<file path="config.mk">
export PLATFORM = sky130hd
export DESIGN_NAME = wwfa_input_requester_flat
export DESIGN_NICKNAME = d
export VERILOG_FILES = /design/src/rtl/wwfa_input_requester_if.sv /design/src/rtl/wwfa_input_requester.sv /design/src/flat_wrapper.sv
export SDC_FILE = /design/constraint.sdc
export NUM_CORES = 1
export LEC_CHECK = 0
export ABC_AREA = 1
export BUFFER_PORTS_ARGS = -buffer_cell sky130_fd_sc_hd__buf_2
export CAP_MARGIN = 10
export CORE_MARGIN = 8
export CORE_UTILIZATION = 30
export CTS_CLUSTER_DIAMETER = 40
export DETAILED_ROUTE_END_ITERATION = 7
export PLACE_DENSITY_LB_ADDON = 0.2
export SLEW_MARGIN = 30
export SYNTH_ARGS = -nofsm -noshare
export SYNTH_HDL_FRONTEND = slang
export SYNTH_SLANG_ARGS = --single-unit
</file>
<file path="constraint.sdc">
create_clock -name clk -period 2.1 [get_ports clk]
set_clock_uncertainty 0.2 [all_clocks]
set_input_delay 0.21 -clock clk [delete_from_list [all_inputs] [get_ports clk]]
set_output_delay 0.21 -clock clk [all_outputs]
set_load 0.05 [all_outputs]
</file>
<file path="src/rtl/wwfa_input_requester_if.sv">
// rtl/wwfa_input_requester_if.sv - signal bundle between a WWFA input requester and its surroundings
// Purpose: groups descriptor push, arbiter request/answer, payload and crossbar signals.
// Signals: work; desc_valid/desc_ready/desc_addr/desc_len; answer0..answer3 (3b: [2]=no grant,
//   [1:0]=winning input); req/addr; pay_valid/pay_ready/pay_data; xb_data/xb_valid; busy; fifo_count.
// Modports: master = the requester, slave = the environment driving it.
interface wwfa_input_requester_if #(
  parameter int DATA_W     = 4,
  parameter int LEN_W      = 4,
  parameter int FIFO_DEPTH = 4
);
  localparam int CNT_W = $clog2(FIFO_DEPTH) + 1;

  logic              work;
  logic              desc_valid;
  logic              desc_ready;
  logic [1:0]        desc_addr;
  logic [LEN_W-1:0]  desc_len;
  logic [2:0]        answer0;
  logic [2:0]        answer1;
  logic [2:0]        answer2;
  logic [2:0]        answer3;
  logic              req;
  logic [1:0]        addr;
  logic              pay_valid;
  logic              pay_ready;
  logic [DATA_W-1:0] pay_data;
  logic [DATA_W-1:0] xb_data;
  logic              xb_valid;
  logic              busy;
  logic [CNT_W-1:0]  fifo_count;

  modport master (
    input  work, desc_valid, desc_addr, desc_len,
    input  answer0, answer1, answer2, answer3,
    input  pay_valid, pay_data,
    output desc_ready, req, addr, pay_ready, xb_data, xb_valid, busy, fifo_count
  );

  modport slave (
    output work, desc_valid, desc_addr, desc_len,
    output answer0, answer1, answer2, answer3,
    output pay_valid, pay_data,
    input  desc_ready, req, addr, pay_ready, xb_data, xb_valid, busy, fifo_count
  );
endinterface

</file>
<file path="src/rtl/wwfa_input_requester.sv">
// rtl/wwfa_input_requester.sv - input-port requester for the 4x4 wavefront crossbar arbiter
// Purpose: queues packet descriptors, requests the destination output, waits for its own grant
//   on that output's answer bus, streams len+1 payload words onto the crossbar, then releases.
// Ports: clk - rising-edge clock; reset - asynchronous active-high clear;
//   bus (master modport) - descriptor push, request/answer, payload in, crossbar out, status.
module wwfa_input_requester #(
  parameter int PORT_ID    = 0,
  parameter int DATA_W     = 4,
  parameter int LEN_W      = 4,
  parameter int FIFO_DEPTH = 4,
  parameter int TIMEOUT    = 15
) (
  input  logic                  clk,
  input  logic                  reset,
  wwfa_input_requester_if.master bus
);
  localparam int PTR_W  = $clog2(FIFO_DEPTH);
  localparam int CNT_W  = PTR_W + 1;
  // The wait counter only ever holds 0..TIMEOUT-1 before it is cleared.
  localparam int WAIT_W = (TIMEOUT < 2) ? 1 : $clog2(TIMEOUT);

  typedef enum logic [2:0] {
    S_IDLE,
    S_REQ,
    S_BACKOFF,
    S_SEND,
    S_RELEASE
  } state_t;

  state_t            state_q, state_d;
  logic [1:0]        fifo_addr_q [FIFO_DEPTH];
  logic [1:0]        fifo_addr_d [FIFO_DEPTH];
  logic [LEN_W-1:0]  fifo_len_q  [FIFO_DEPTH];
  logic [LEN_W-1:0]  fifo_len_d  [FIFO_DEPTH];
  logic [PTR_W-1:0]  rd_ptr_q, rd_ptr_d;
  logic [PTR_W-1:0]  wr_ptr_q, wr_ptr_d;
  logic [CNT_W-1:0]  count_q, count_d;
  logic [1:0]        addr_q, addr_d;
  logic [LEN_W-1:0]  word_cnt_q, word_cnt_d;
  logic [WAIT_W-1:0] wait_q, wait_d;

  logic             full, empty, push, pop, desc_ready, grant, xb_valid;
  logic [2:0]       sel_answer;
  logic [1:0]       head_addr;
  logic [LEN_W-1:0] head_len;

  assign full       = (count_q == CNT_W'(FIFO_DEPTH));
  assign empty      = (count_q == '0);
  assign pop        = (state_q == S_RELEASE);
  // The slot freed by the pop is immediately reusable, so a push in the
  // release cycle is accepted even when the FIFO is full.
  assign desc_ready = !full || pop;
  assign push       = bus.desc_valid && desc_ready;
  assign head_addr  = fifo_addr_q[rd_ptr_q];
  assign head_len   = fifo_len_q[rd_ptr_q];

  always_comb begin
    sel_answer = bus.answer0;
    case (addr_q)
      2'd1:    sel_answer = bus.answer1;
      2'd2:    sel_answer = bus.answer2;
      2'd3:    sel_answer = bus.answer3;
      default: sel_answer = bus.answer0;
    endcase
  end

  assign grant = bus.work && !sel_answer[2] && (sel_answer[1:0] == 2'(PORT_ID));

  // Descriptor FIFO; the head stays in place until its packet completes.
  always_comb begin
    fifo_addr_d = fifo_addr_q;
    fifo_len_d  = fifo_len_q;
    wr_ptr_d    = wr_ptr_q;
    rd_ptr_d    = rd_ptr_q;
    count_d     = count_q;
    if (push) begin
      fifo_addr_d[wr_ptr_q] = bus.desc_addr;
      fifo_len_d[wr_ptr_q]  = bus.desc_len;
      wr_ptr_d              = wr_ptr_q + PTR_W'(1);
    end
    if (pop) begin
      rd_ptr_d = rd_ptr_q + PTR_W'(1);
    end
    case ({push, pop})
      2'b10:   count_d = count_q + CNT_W'(1);
      2'b01:   count_d = count_q - CNT_W'(1);
      default: count_d = count_q;
    endcase
  end

  always_comb begin
    state_d    = state_q;
    addr_d     = addr_q;
    word_cnt_d = word_cnt_q;
    wait_d     = wait_q;
    case (state_q)
      S_IDLE: begin
        if (!empty) begin
          state_d = S_REQ;
          addr_d  = head_addr;
          wait_d  = '0;
        end
      end
      S_REQ: begin
        if (grant) begin
          state_d    = S_SEND;
          word_cnt_d = head_len;
          wait_d     = '0;
        end else if ((TIMEOUT != 0) && (int'(wait_q) == TIMEOUT - 1)) begin
          state_d = S_BACKOFF;
          wait_d  = '0;
        end else begin
          wait_d = wait_q + WAIT_W'(1);
        end
      end
      S_BACKOFF: begin
        state_d = S_REQ;
        wait_d  = '0;
      end
      S_SEND: begin
        if (bus.pay_valid) begin
          if (word_cnt_q == '0) begin
            state_d = S_RELEASE;
          end else begin
            word_cnt_d = word_cnt_q - LEN_W'(1);
          end
        end
      end
      S_RELEASE: begin
        state_d = S_IDLE;
      end
      default: begin
        state_d = S_IDLE;
      end
    endcase
  end

  always_ff @(posedge clk or posedge reset) begin
    if (reset) begin
      state_q    <= S_IDLE;
      rd_ptr_q   <= '0;
      wr_ptr_q   <= '0;
      count_q    <= '0;
      addr_q     <= '0;
      word_cnt_q <= '0;
      wait_q     <= '0;
      for (int i = 0; i < FIFO_DEPTH; i++) begin
        fifo_addr_q[i] <= '0;
        fifo_len_q[i]  <= '0;
      end
    end else begin
      state_q     <= state_d;
      rd_ptr_q    <= rd_ptr_d;
      wr_ptr_q    <= wr_ptr_d;
      count_q     <= count_d;
      addr_q      <= addr_d;
      word_cnt_q  <= word_cnt_d;
      wait_q      <= wait_d;
      fifo_addr_q <= fifo_addr_d;
      fifo_len_q  <= fifo_len_d;
    end
  end

  // Payload passes straight through in SEND so a word reaches the crossbar in the cycle it is offered.
  assign xb_valid       = (state_q == S_SEND) && bus.pay_valid;
  assign bus.xb_valid   = xb_valid;
  assign bus.xb_data    = xb_valid ? bus.pay_data : {DATA_W{1'b0}};
  assign bus.pay_ready  = (state_q == S_SEND);
  assign bus.req        = (state_q == S_REQ) || (state_q == S_SEND);
  assign bus.addr       = addr_q;
  assign bus.busy       = (state_q != S_IDLE);
  assign bus.desc_ready = desc_ready;
  assign bus.fifo_count = count_q;
endmodule

</file>
<file path="src/flat_wrapper.sv">
// flat-port wrapper written by rule: the top's interface ports become plain ports
module wwfa_input_requester_flat 
#(
  parameter int PORT_ID    = 0,
  parameter int DATA_W     = 4,
  parameter int LEN_W      = 4,
  parameter int FIFO_DEPTH = 4,
  parameter int TIMEOUT    = 15
)
  (clk, reset, bus_work, bus_desc_valid, bus_desc_addr, bus_desc_len, bus_answer0, bus_answer1, bus_answer2, bus_answer3, bus_pay_valid, bus_pay_data, bus_desc_ready, bus_req, bus_addr, bus_pay_ready, bus_xb_data, bus_xb_valid, bus_busy, bus_fifo_count);
  wwfa_input_requester_if #(.DATA_W(DATA_W), .LEN_W(LEN_W), .FIFO_DEPTH(FIFO_DEPTH)) bus_i ();
  input  logic clk;
  input  logic reset;
  input wire logic [$bits(bus_i.work)-1:0] bus_work;
  input wire logic [$bits(bus_i.desc_valid)-1:0] bus_desc_valid;
  input wire logic [$bits(bus_i.desc_addr)-1:0] bus_desc_addr;
  input wire logic [$bits(bus_i.desc_len)-1:0] bus_desc_len;
  input wire logic [$bits(bus_i.answer0)-1:0] bus_answer0;
  input wire logic [$bits(bus_i.answer1)-1:0] bus_answer1;
  input wire logic [$bits(bus_i.answer2)-1:0] bus_answer2;
  input wire logic [$bits(bus_i.answer3)-1:0] bus_answer3;
  input wire logic [$bits(bus_i.pay_valid)-1:0] bus_pay_valid;
  input wire logic [$bits(bus_i.pay_data)-1:0] bus_pay_data;
  output wire logic [$bits(bus_i.desc_ready)-1:0] bus_desc_ready;
  output wire logic [$bits(bus_i.req)-1:0] bus_req;
  output wire logic [$bits(bus_i.addr)-1:0] bus_addr;
  output wire logic [$bits(bus_i.pay_ready)-1:0] bus_pay_ready;
  output wire logic [$bits(bus_i.xb_data)-1:0] bus_xb_data;
  output wire logic [$bits(bus_i.xb_valid)-1:0] bus_xb_valid;
  output wire logic [$bits(bus_i.busy)-1:0] bus_busy;
  output wire logic [$bits(bus_i.fifo_count)-1:0] bus_fifo_count;
  assign bus_i.work = bus_work;
  assign bus_i.desc_valid = bus_desc_valid;
  assign bus_i.desc_addr = bus_desc_addr;
  assign bus_i.desc_len = bus_desc_len;
  assign bus_i.answer0 = bus_answer0;
  assign bus_i.answer1 = bus_answer1;
  assign bus_i.answer2 = bus_answer2;
  assign bus_i.answer3 = bus_answer3;
  assign bus_i.pay_valid = bus_pay_valid;
  assign bus_i.pay_data = bus_pay_data;
  assign bus_desc_ready = bus_i.desc_ready;
  assign bus_req = bus_i.req;
  assign bus_addr = bus_i.addr;
  assign bus_pay_ready = bus_i.pay_ready;
  assign bus_xb_data = bus_i.xb_data;
  assign bus_xb_valid = bus_i.xb_valid;
  assign bus_busy = bus_i.busy;
  assign bus_fifo_count = bus_i.fifo_count;
  wwfa_input_requester #(.PORT_ID(PORT_ID), .DATA_W(DATA_W), .LEN_W(LEN_W), .FIFO_DEPTH(FIFO_DEPTH), .TIMEOUT(TIMEOUT)) u_core (.clk(clk), .reset(reset), .bus(bus_i));
endmodule
</file>
Word level (Yosys, flattened, before mapping)
Cells that the tools add are included.
{"block": "word_totals", "ff_bits": 44, "elab_cells": 94, "input_bits": 27, "out_inout_bits": 14}
{"block": "op_classes", "reduce_logical": 21, "n_addsub": 6, "n_bitwise": 3, "n_eq_ne": 17, "magnitude_cmp": 3, "n_mux": 29}
{"operator": "$mux W4", "count": 10}
{"operator": "$bwmux W16", "count": 1}
{"operator": "$mux W3", "count": 5}
{"operator": "$pmux W3 S4", "count": 1}
{"operator": "$pmux W4 S3", "count": 1}
{"operator": "$pmux W3 S3", "count": 1}
{"operator": "$bmux W4 S2", "count": 1}
{"operator": "$bwmux W8", "count": 1}
{"operator": "$demux W4 S2", "count": 1}
{"operator": "$pmux W4 S2", "count": 1}
{"operator": "$reduce_and A4 Y1", "count": 2}
{"operator": "$eq A2 B2 Y1 const B", "count": 3}
{"operator": "$eq A3 B2 Y1 const B", "count": 2}
{"operator": "$eq A3 B3 Y1 const B", "count": 2}
{"operator": "$ge A3 B3 Y1 const B", "count": 2}
{"operator": "$logic_not A3 Y1", "count": 2}
{"operator": "$mux W2", "count": 3}
{"operator": "$ne A2 B2 Y1 const B", "count": 3}
{"operator": "$not A2 Y3", "count": 2}
{"operator": "$pmux W3 S2", "count": 1}
{"operator": "$reduce_bool A3 Y1", "count": 2}
{"operator": "$logic_and A1 B1 Y1", "count": 5}
{"operator": "$add A2 B1 Y2 const B", "count": 2}
{"operator": "$add A4 B1 Y4 const B", "count": 1}
{"operator": "other kinds (18)", "count": 24}

Longest topological paths before layout
Gate-level depths: netlist (run 1).
{"block": "logic_depth", "ltp_word": 7, "depth_mapped": 12, "mapped_depth_nobuf": 10}

Worst setup path before layout (run 1)
Ideal clock, no wire load.
{"block": "synth_timing", "path_kind": "register -> register", "start": "reg u_core.count_q[0], in the netlist u_core.bus.fifo_count[0]", "end": "reg u_core.count_q[2], in the netlist u_core.bus.fifo_count[2]", "path_buffers": 2, "stages_incl_launch_ff": 12, "setup_time_ns": 0.131, "arrival_time_ns": 2.436, "t_required_ns": 1.769, "synth_period_minus_slack_ns": 2.767, "setup_slack_ns": -0.667, "path_cell_list": "dfrtp_1 -> nor2_1 -> nand3_4 -> nand2_4 -> buf_8 -> buf_8 -> ha_1 -> inv_1 -> fa_1 -> a21oi_1 -> o21ai_0 -> xor2_1"}
{"block": "synth_between", "elab_chain_len": 6, "elab_cells_between_ends": 10, "cone_classes": "add/sub: 2; eq/ne: 3; mux: 1; reduce/logical: 4"}
{"element": "start, declared", "line_no": "wwfa_input_requester.sv:37", "source": "logic [CNT_W-1:0] count_q, count_d;"}
{"element": "start signal, assigned", "line_no": "wwfa_input_requester.sv:155", "source": "count_q <= count_d;"}
{"element": "$eq A3 B3 Y1 (*)", "line_no": "wwfa_input_requester.sv:47", "source": "assign full = (count_q == CNT_W'(FIFO_DEPTH));"}
{"element": "$logic_not A1 Y1 (*)", "line_no": "wwfa_input_requester.sv:52", "source": "assign desc_ready = !full || pop;"}
{"element": "$logic_or A1 B1 Y1 (*)", "line_no": "wwfa_input_requester.sv:52"}
{"element": "named net bus_desc_ready", "line_no": "flat_wrapper.sv:24", "source": "output wire logic [$bits(bus_i.desc_ready)-1:0] bus_desc_ready;"}
{"element": "$logic_and A1 B1 Y1 (*)", "line_no": "wwfa_input_requester.sv:53", "source": "assign push = bus.desc_valid && desc_ready;"}
{"element": "$eq A2 B1 Y1 / $eq A2 B2 Y1 (equally long branches)", "line_no": "wwfa_input_requester.sv:84", "source": "case ({push, pop})"}
{"element": "$pmux W3 S2 / $reduce_bool A2 Y1 (equally long branches)"}
The timed path passes the listed nets; every way through them passes the cells marked *.
A chain may end at the register's enable or synchronous reset.

Final worst setup path (run 1)
{"block": "layout_timing", "start": "reg u_core.state_q[2]", "end": "out bus_xb_data[0]"}
{"block": "layout_between", "elab_chain_len": 3}
{"element": "start, declared", "line_no": "wwfa_input_requester.sv:30", "source": "state_t state_q, state_d;"}
{"element": "start signal, assigned", "line_no": "wwfa_input_requester.sv:152", "source": "state_q <= state_d;"}
{"element": "$eq A3 B2 Y1", "line_no": "wwfa_input_requester.sv:165", "source": "assign xb_valid = (state_q == S_SEND) && bus.pay_valid;"}
{"element": "$logic_and A1 B1 Y1", "line_no": "wwfa_input_requester.sv:165"}
{"element": "$mux W4", "line_no": "wwfa_input_requester.sv:167", "source": "assign bus.xb_data = xb_valid ? bus.pay_data : {DATA_W{1'b0}};"}
{"element": "end, declared", "line_no": "flat_wrapper.sv:28", "source": "output wire logic [$bits(bus_i.xb_data)-1:0] bus_xb_data;"}
Every way passes these cells.

==> results.md, run 1 <==
* Data arrival time of the critical path at 1.60 ns
* Max Fanout on Critical Path at 9
* Top cells by instance count after synthesis: 78 x nand2_1, 44 x dfrtp_1, 39 x inv_1
* Outcome: completed
* Die outline area at about 0.011 mm^2
* Total power divided by cell area at 1470 mW/mm^2
* Number of setup violations in the final report at 0
* Clock slew seen by the registers of the worst setup and hold paths at 0.09 ns
* Most used DFF post-synth: dfrtp_1
* CTS H-tree depth at 2
* Latest clock arrival within the worst-skew pair at about 0.3 ns
* Initial standard-cell utilization of the core at 30.3%
* Startpoint of the lowest-slack register-to-register path: u_core.state_q[1]$_DFFE_PP0P_
* Via count of the first global-routing pass at ~2000
* EDFF count, synth at 0
* Worst slew pin tran at 0.760 ns
* CP Buf/Inv Count at 4
* Total wirelength of the detailed-routed design at 5810 um
* Reg-to-Reg End: u_core.bus.fifo_count[2]$_DFFE_PP0P_
* Horiz. Die Dim at between 100 and 150 um
* Synthesized instance count at 305
* Share of the cycle needed by the critical path after routing at 95.7%
* Die Span Y at about 110 um
* N_diodes at 0
* PortBufs at 40
* Share of post-route cells with drive strength above 1 at 24.5%
* Number of ports placed on the die boundary at 41
* DPL Wire Length at 4450 um
* Library cell occupying the most area in the post-synthesis netlist: dfrtp_1
* Proportion of netlist area held by the largest area contributor at 44.9%
* Max-slew violations at 0
* CTS max path bufs at 2
* Post-synthesis area per instance at 8.05 um^2
* Via count of the routed design at between 2000 and 2500
* CP max stage delay at approximately 0.45 ns
* Final core occ at 38.1%
* Endpoint, Worst Hold: u_core.bus.fifo_count[0]$_DFFE_PP0P_
* Min setup slack post-route at between 0.08 and 0.09 ns
* Endpoint kind of the worst setup timing path: output pin
* Crit-path leading delay family: simple AND/OR/NAND/NOR gates
* Data required, critical path at 1.69 ns
* Drc violations at 0
* Number of antenna-violating nets in the routed design at 0
* Total number of yosys warnings at 0
* Relative slew slack at 49.0%
* Worst-case vdd ir drop at 0.000481 V
* Min-Delay Startpoint: bus_desc_valid
* Reg-to-reg slack, setup at 0.13 ns
* Core area at 0.00809 mm^2
* Row count at 33
* Instance count along the most critical hold path at 4
* Worst setup SP type: flop
* Ordered list of cells on the worst path: nor2_4, inv_4, nor2_8, inv_6, nor2_8, inv_4, nor2_4, buf_8
* Clock sinks at 44
* Number of antenna violations at the first check in global routing at 0
* Detailed Routing Iterations Pass 1 at 4
* Drt wl/cell at 12.4 um
* GR Overflow Total at 0
* Dominant cell by count in the synthesized netlist: nand2_1
* Filler cell count in the final layout at just under 900
* Synthesis-to-layout area growth at 25.6%
* Global Route Usage Sum at approximately 11%
* Class of the worst hold path: in -> reg
* Number of buffers inserted during clock tree synthesis at 5
* Unrepaired setup endpoints after global routing: false
* Static leakage at 1.57 nW
* Number of register bits inferred by synthesis at 44
* Root buf cell: clkbuf_8
* Crit Path Class: reg -> out
* Placer congestion estimate at 0.783
* Max_cap viols at 0
* First-pass GRT wire length at 9780 um
* Inst Count DP at 452
* Slowest-stage cell, CP: dfrtp_2
* CTS tree: done
* Place WS at 0.136 ns
* Pin count of the biggest net entering global routing at 27
* Highest attainable clock frequency at 497 MHz
* Async set or reset register ratio after synthesis at 100%
* Net count reported at finish at 399
* Worst reg2reg path depth at 9
* Sequential fraction of the synthesis area at 44.9%
* Iteration-0 DRC Markers at 75
* Ranking of synthesized cells by area: dfrtp_1 45%, nand2_1 12%, o21ai_0 7.3%
* Cell area after synthesis at about 0.0025 mm^2
* Fin. Hold Viols at 0
* Netlist cell types at 28
* Net Count, Synth at 341
* Total negative setup slack at 0 ns
* Number of non-filler instances in the completed layout at 469
* Ratio of routed vias to standard cells at 4.32
* Shortest period the worst path allows at 2.01 ns
routing by layer:
layer	track usage [%]	vias up	wire length, um
met1	13.8	912	2760
met5	0	-	0
met4	3.02	0	47
met3	2.78	5	322
met2	17.3	37	2680
li1	-	1071	-
registers in the layout, indices dropped and copies added (netlist names):
| name | count |
|---|---|
| u_core.bus.addr | 2 |
| u_core.fifo_len_q | 16 |
| u_core.fifo_addr_q | 8 |
| u_core.wait_q | 4 |
| u_core.word_cnt_q | 4 |
| u_core.state_q | 3 |
| u_core.rd_ptr_q | 2 |
| u_core.bus.fifo_count | 3 |
| u_core.wr_ptr_q | 2 |
cell families (layout without fill, tap and decap cells):
family,count (synthesis),count (layout),share of synthesized area [%]
adders and majority gates,9,9,4.89
AOI/OAI and AO/OA,60,60,12.6
buffers and inverters,50,109,8.92
and+or+nand+nor,134,134,25.6
xor gates and xnor gates,8,8,3.16
DFF,44,44,44.9
cell usage in the layout, fill, tap and decap left out, types with 7 or more instances in the layout:
| cell type | instances |
|---|---|
| o21ai_1 | 10 |
| dfrtp_1 | 40 |
| o21ai_0 | 34 |
| nand3_1 | 14 |
| ha_1 | 7 |
| nor2_4 | 8 |
| nor2_1 | 24 |
| buf_2 | 36 |
| buf_4 | 10 |
| a21oi_1 | 13 |
| nand2_1 | 78 |
| inv_1 | 36 |
| dlygate4sd3_1 | 7 |
| clkbuf_8 | 7 |
area by class of cell:
class	instances	area, um^2	area share (%)
tap	105	131	4.26
inverter	44	175	5.68
multi-input combinational	211	1190	38.5
timing repair buffer	57	383	12.4
clock buffer	8	100	3.25
sequential	44	1110	35.9
power by group:
| group | internal [mW] | total [mW] | switching, mW |
|---|---|---|---|
| logic | 0.815 | 2.41 | 1.59 |
| clock network | 0.301 | 0.591 | 0.290 |
| registers | 1.24 | 1.54 | 0.291 |
| total | 2.36 | 4.53 | 2.17 |
tightest hold or removal path, cell delays in order:
cell	delay, ns
buf_2	0.12
nand2_4	0.06
ha_4	0.14
xnor2_1	0.06
worst max path at each step:
stage | startpoint | to | slack (ns) | depth (start not counted)
after global placement | u_core.state_q[1]$_DFFE_PP0P_ | u_core.bus.fifo_count[2]$_DFFE_PP0P_ | 0.17 | 9
after global routing | u_core.state_q[2]$_DFFE_PP0P_ | bus_xb_data[0] | 0.008 | 8
after floorplan | u_core.bus.fifo_count[1]$_DFFE_PP0P_ | u_core.bus.fifo_count[2]$_DFFE_PP0P_ | -0.35 | 11
after detailed placement | u_core.state_q[1]$_DFFE_PP0P_ | u_core.bus.fifo_count[2]$_DFFE_PP0P_ | 0.14 | 9
after CTS | u_core.state_q[0]$_DFFE_PP0P_ | bus_xb_data[3] | 0.01 | 9
final | u_core.state_q[2]$_DFFE_PP0P_ | bus_xb_data[0] | 0.09 | 8
metrics by stage:
stage	total power, mW	area [um^2]	hold slack [ns]
finish	4.53	3080	0.114
detailed placement	3.95	2870	0.0879
global route	4.97	3080	0.127
CTS	4.58	3060	0.114
floorplan	3.33	2520	0.127
global placement	3.93	2870	0.0857
what timing repair did:
item / 4_1_cts / 5_1_grt
gates resized for setup: 5 / 4
endpoints found under the hold margin: 42 / 0
setup buffers: 0 / 2
hold buffers: 7 / 0
pin swaps: 0 / 2
setup endpoints to repair: 4 / 5
No activity file was read; power rests on OpenSTA's default activity.
==> run 2, diff against run 1 <==
--- a/config.mk
+++ b/config.mk
@@ -8,6 +8,8 @@
 export ABC_AREA = 1
 export BUFFER_PORTS_ARGS = -buffer_cell sky130_fd_sc_hd__buf_2
 export CAP_MARGIN = 10
+export CELL_PAD_IN_SITES_DETAIL_PLACEMENT = 0
+export CELL_PAD_IN_SITES_GLOBAL_PLACEMENT = 1
 export CORE_MARGIN = 8
 export CORE_UTILIZATION = 30
 export CTS_CLUSTER_DIAMETER = 40
==> run 2 against run 1 <==
  * Final cell count unchanged
  * First-iteration DRC count up 17%
  * Power up 2.3%
  * Setup slack about the same
  * Largest cell class unchanged
==> results.md, run 2 (synthesis gave the netlist of run 1 again) <==
* Max-slew violations at 0 (unchanged)
* Unrepaired setup endpoints after global routing: false (unchanged)
* Shortest period the worst path allows at 2.01 ns (about the same)
* DPL Wire Length at 4660 um (was 4450 um)
* Startpoint of the lowest-slack register-to-register path: u_core.state_q[1]$_DFFE_PP0P_ (unchanged)
* Critical Path Source: u_core.state_q[1]$_DFFE_PP0P_ (was u_core.state_q[2]$_DFFE_PP0P_)
* Final core occ at 38.3% (was 38.1%)
* Number of antenna violations at the first check in global routing at 0 (unchanged)
* Pin count of the biggest net entering global routing at 45 (was 27)
* Register bank with the most flops: u_core.fifo_len_q (unchanged)
* Cell repeated most along the worst path: nor2_8
* Row count at 33 (unchanged)
* Total non-filler cell area in the finished layout at 0.00310 mm^2 (was 0.00308 mm^2)
* Max_cap viols at 0 (unchanged)
* CTS H-tree depth at 2 (unchanged)
* Worst reg2reg path depth at 9 (unchanged)
* Highest attainable clock frequency at 497 MHz (about the same)
* Number of buffers inserted during clock tree synthesis at 5 (unchanged)
* Drc violations at 0 (unchanged)
* Core area at 0.00809 mm^2 (unchanged)
* Net count reported at finish at 399 (unchanged)
* CP max stage delay at 0.43 ns (was 0.45 ns)
* Number of ports placed on the die boundary at 41 (unchanged)
* Clock slew seen by the registers of the worst setup and hold paths at 0.09 ns (about the same)
* Crit Path Class: reg -> out (unchanged)
* Inst Count DP at 452 (unchanged)
* Endpoint kind of the worst setup timing path: output pin (unchanged)
* Worst-case vdd ir drop at 0.000458 V (was 0.000481 V)
* Most common cell after layout, fill and taps aside: nand2_1 (unchanged)
* Total wirelength of the detailed-routed design at 6050 um (was 5810 um)
* Die Span Y at 106 um (unchanged)
* Root buf cell: clkbuf_8 (unchanged)
* Share of the cycle needed by the critical path after routing at 95.7% (about the same)
* Final Power at 4.64 mW (was 4.53 mW)
* Class of the worst hold path: in -> reg (unchanged)
* Iteration-0 DRC Markers at 88 (was 75)
* Max Fanout on Critical Path at 9 (unchanged)
* Drt wl/cell at 12.9 um (was 12.4 um)
* Global Route Usage Sum at 11.3% (was 10.7%)
* Min-Delay Startpoint: bus_desc_valid (unchanged)
* Share of post-route cells with drive strength above 1 at 24.7% (was 24.5%)
* Die outline area at 0.0113 mm^2 (unchanged)
* Total power divided by cell area at 1500 mW/mm^2 (was 1470 mW/mm^2)
* Outcome: completed (unchanged)
* Via count of the first global-routing pass at 2080 (was 1994)
* GR Overflow Total at 0 (unchanged)
* First-pass GRT wire length at 10300 um (was 9780 um)
* CTS tree: done (unchanged)
* PortBufs at 40 (unchanged)
* Worst setup SP type: flop (unchanged)
* Latest clock arrival within the worst-skew pair at 0.29 ns (was 0.30 ns)
* Place WS at 0.0759 ns (was 0.136 ns)
* Via count of the routed design at 2049 (was 2025)
* Worst slew pin tran at 0.532 ns (was 0.760 ns)
* Initial standard-cell utilization of the core at 30.3% (unchanged)
* Clock sinks at 44 (unchanged)
* N_diodes at 0 (unchanged)
* Ratio of routed vias to standard cells at 4.37 (was 4.32)
* Flip-flop count of the largest register after layout at 16 (unchanged)
* Slowest-stage cell, CP: dfrtp_1 (was dfrtp_2)
* Ordered list of cells on the worst path: inv_2, buf_12, nor2_8, inv_6, nor2_8, inv_4, nor2_4, buf_4 (was nor2_4, inv_4, nor2_8, inv_6, nor2_8, inv_4, nor2_4, buf_8)
* Static leakage at 1.58 nW (was 1.57 nW)
* Placer congestion estimate at 0.744 (was 0.783)
* Horiz. Die Dim at 106 um (unchanged)
* Number of non-filler instances in the completed layout at 469 (unchanged)
* Number of setup violations in the final report at 0 (unchanged)
* Largest registers in the final layout: u_core.fifo_len_q (16), u_core.fifo_addr_q (8) (unchanged)
* Synthesis-to-layout area growth at 26.4% (was 25.6%)
* Fin. Hold Viols at 0 (unchanged)
* Number of antenna-violating nets in the routed design at 0 (unchanged)
* Placement Cell Area at 0.00287 mm^2 (unchanged)
* CTS max path bufs at 2 (unchanged)
* Relative slew slack at 64.1% (was 49.0%)
* Detailed Routing Iterations Pass 1 at 4 (unchanged)
* Data required, critical path at 1.69 ns (about the same)
* Min setup slack post-route at 0.0895 ns (was 0.0898 ns)
* Instance count along the most critical hold path at 4 (unchanged)
* Data arrival time of the critical path at 1.60 ns (about the same)
* Leading cell types in the layout, fill and taps excluded: 78 x nand2_1, 40 x dfrtp_1, 36 x inv_1, 36 x buf_2, 34 x o21ai_0 (unchanged)
==> run 2: cell count changes in the layout (fill, tap and decap cells not counted) <==
cell        before  now
buf_6            2    1
clkinvlp_4       0    1
bufinv_16        0    1
clkinv_2         0    1
clkbuf_1         1    0
clkbuf_8         7    5
buf_12           1    2
==> run 2: final timing paths <==
path	end	slack, ns
max	bus_xb_data[2]	0.09
min	u_core.bus.fifo_count[0]$_DFFE_PP0P_	0.13
max reg2reg	u_core.bus.fifo_count[2]$_DFFE_PP0P_	0.11
min reg2reg	u_core.fifo_len_q[9]$_DFFE_PP0P_	0.29
max in group asynchronous	u_core.bus.fifo_count[0]$_DFFE_PP0P_	1.18
min in group asynchronous	u_core.word_cnt_q[2]$_DFFE_PP0P_	0.29
==> run 2: per-stage QoR <==
stage / TNS, ns / hold slack, ns
2_1_floorplan: -1.13 / 0.127
3_3_place_gp: 0 / 0.0728
3_5_place_dp: 0 / 0.0709
4_1_cts: 0 / 0.127
5_1_grt: 0 / 0.136
6_report: 0 / 0.133
==> run 2: what timing repair did <==
item,CTS,global route
pin swaps,0,3
endpoints found under the hold margin,68,0
hold buffers,7,0
endpoints found under the setup margin,4,5
resized for setup,5,3
buffers inserted,0,2
gates cloned,0,0
==> run 2: final cells by class <==
cell class / instances / area [um^2]
Sequential cell: 44 / 1110
Inverter: 44 / 175
Fill cell: 880 / 4990
Tap cell: 105 / 131
Clock buffer: 5 / 68.8
Timing Repair Buffer: 57 / 392
Multi-Input combinational cell: 211 / 1190
Clock inverter: 3 / 42.5
==> run 2: power by group <==
part,total (mW),internal [mW],switching (mW)
clock,0.653,0.352,0.300
sequential,1.55,1.24,0.306
combinational,2.44,0.824,1.61
total,4.64,2.42,2.22
==> run 2: per-layer routing <==
| metal | vias to the layer above | track usage (%) | share of wire (%) |
|---|---|---|---|
| met5 | - | 0 | 0 |
| li1 | 1075 | - | - |
| met1 | 931 | 14.0 | 46 |
| met3 | 7 | 2.60 | 4.7 |
| met4 | 0 | 3.62 | 1.0 |
| met2 | 36 | 18.9 | 49 |
==> run 2: worst max-delay path, delay by kind of cell (launching register included) <==
kind                   cells  cell delay [ns]
buffers and inverters      5             0.55
AND/OR/NAND/NOR            3             0.31
flip-flops                 1             0.43
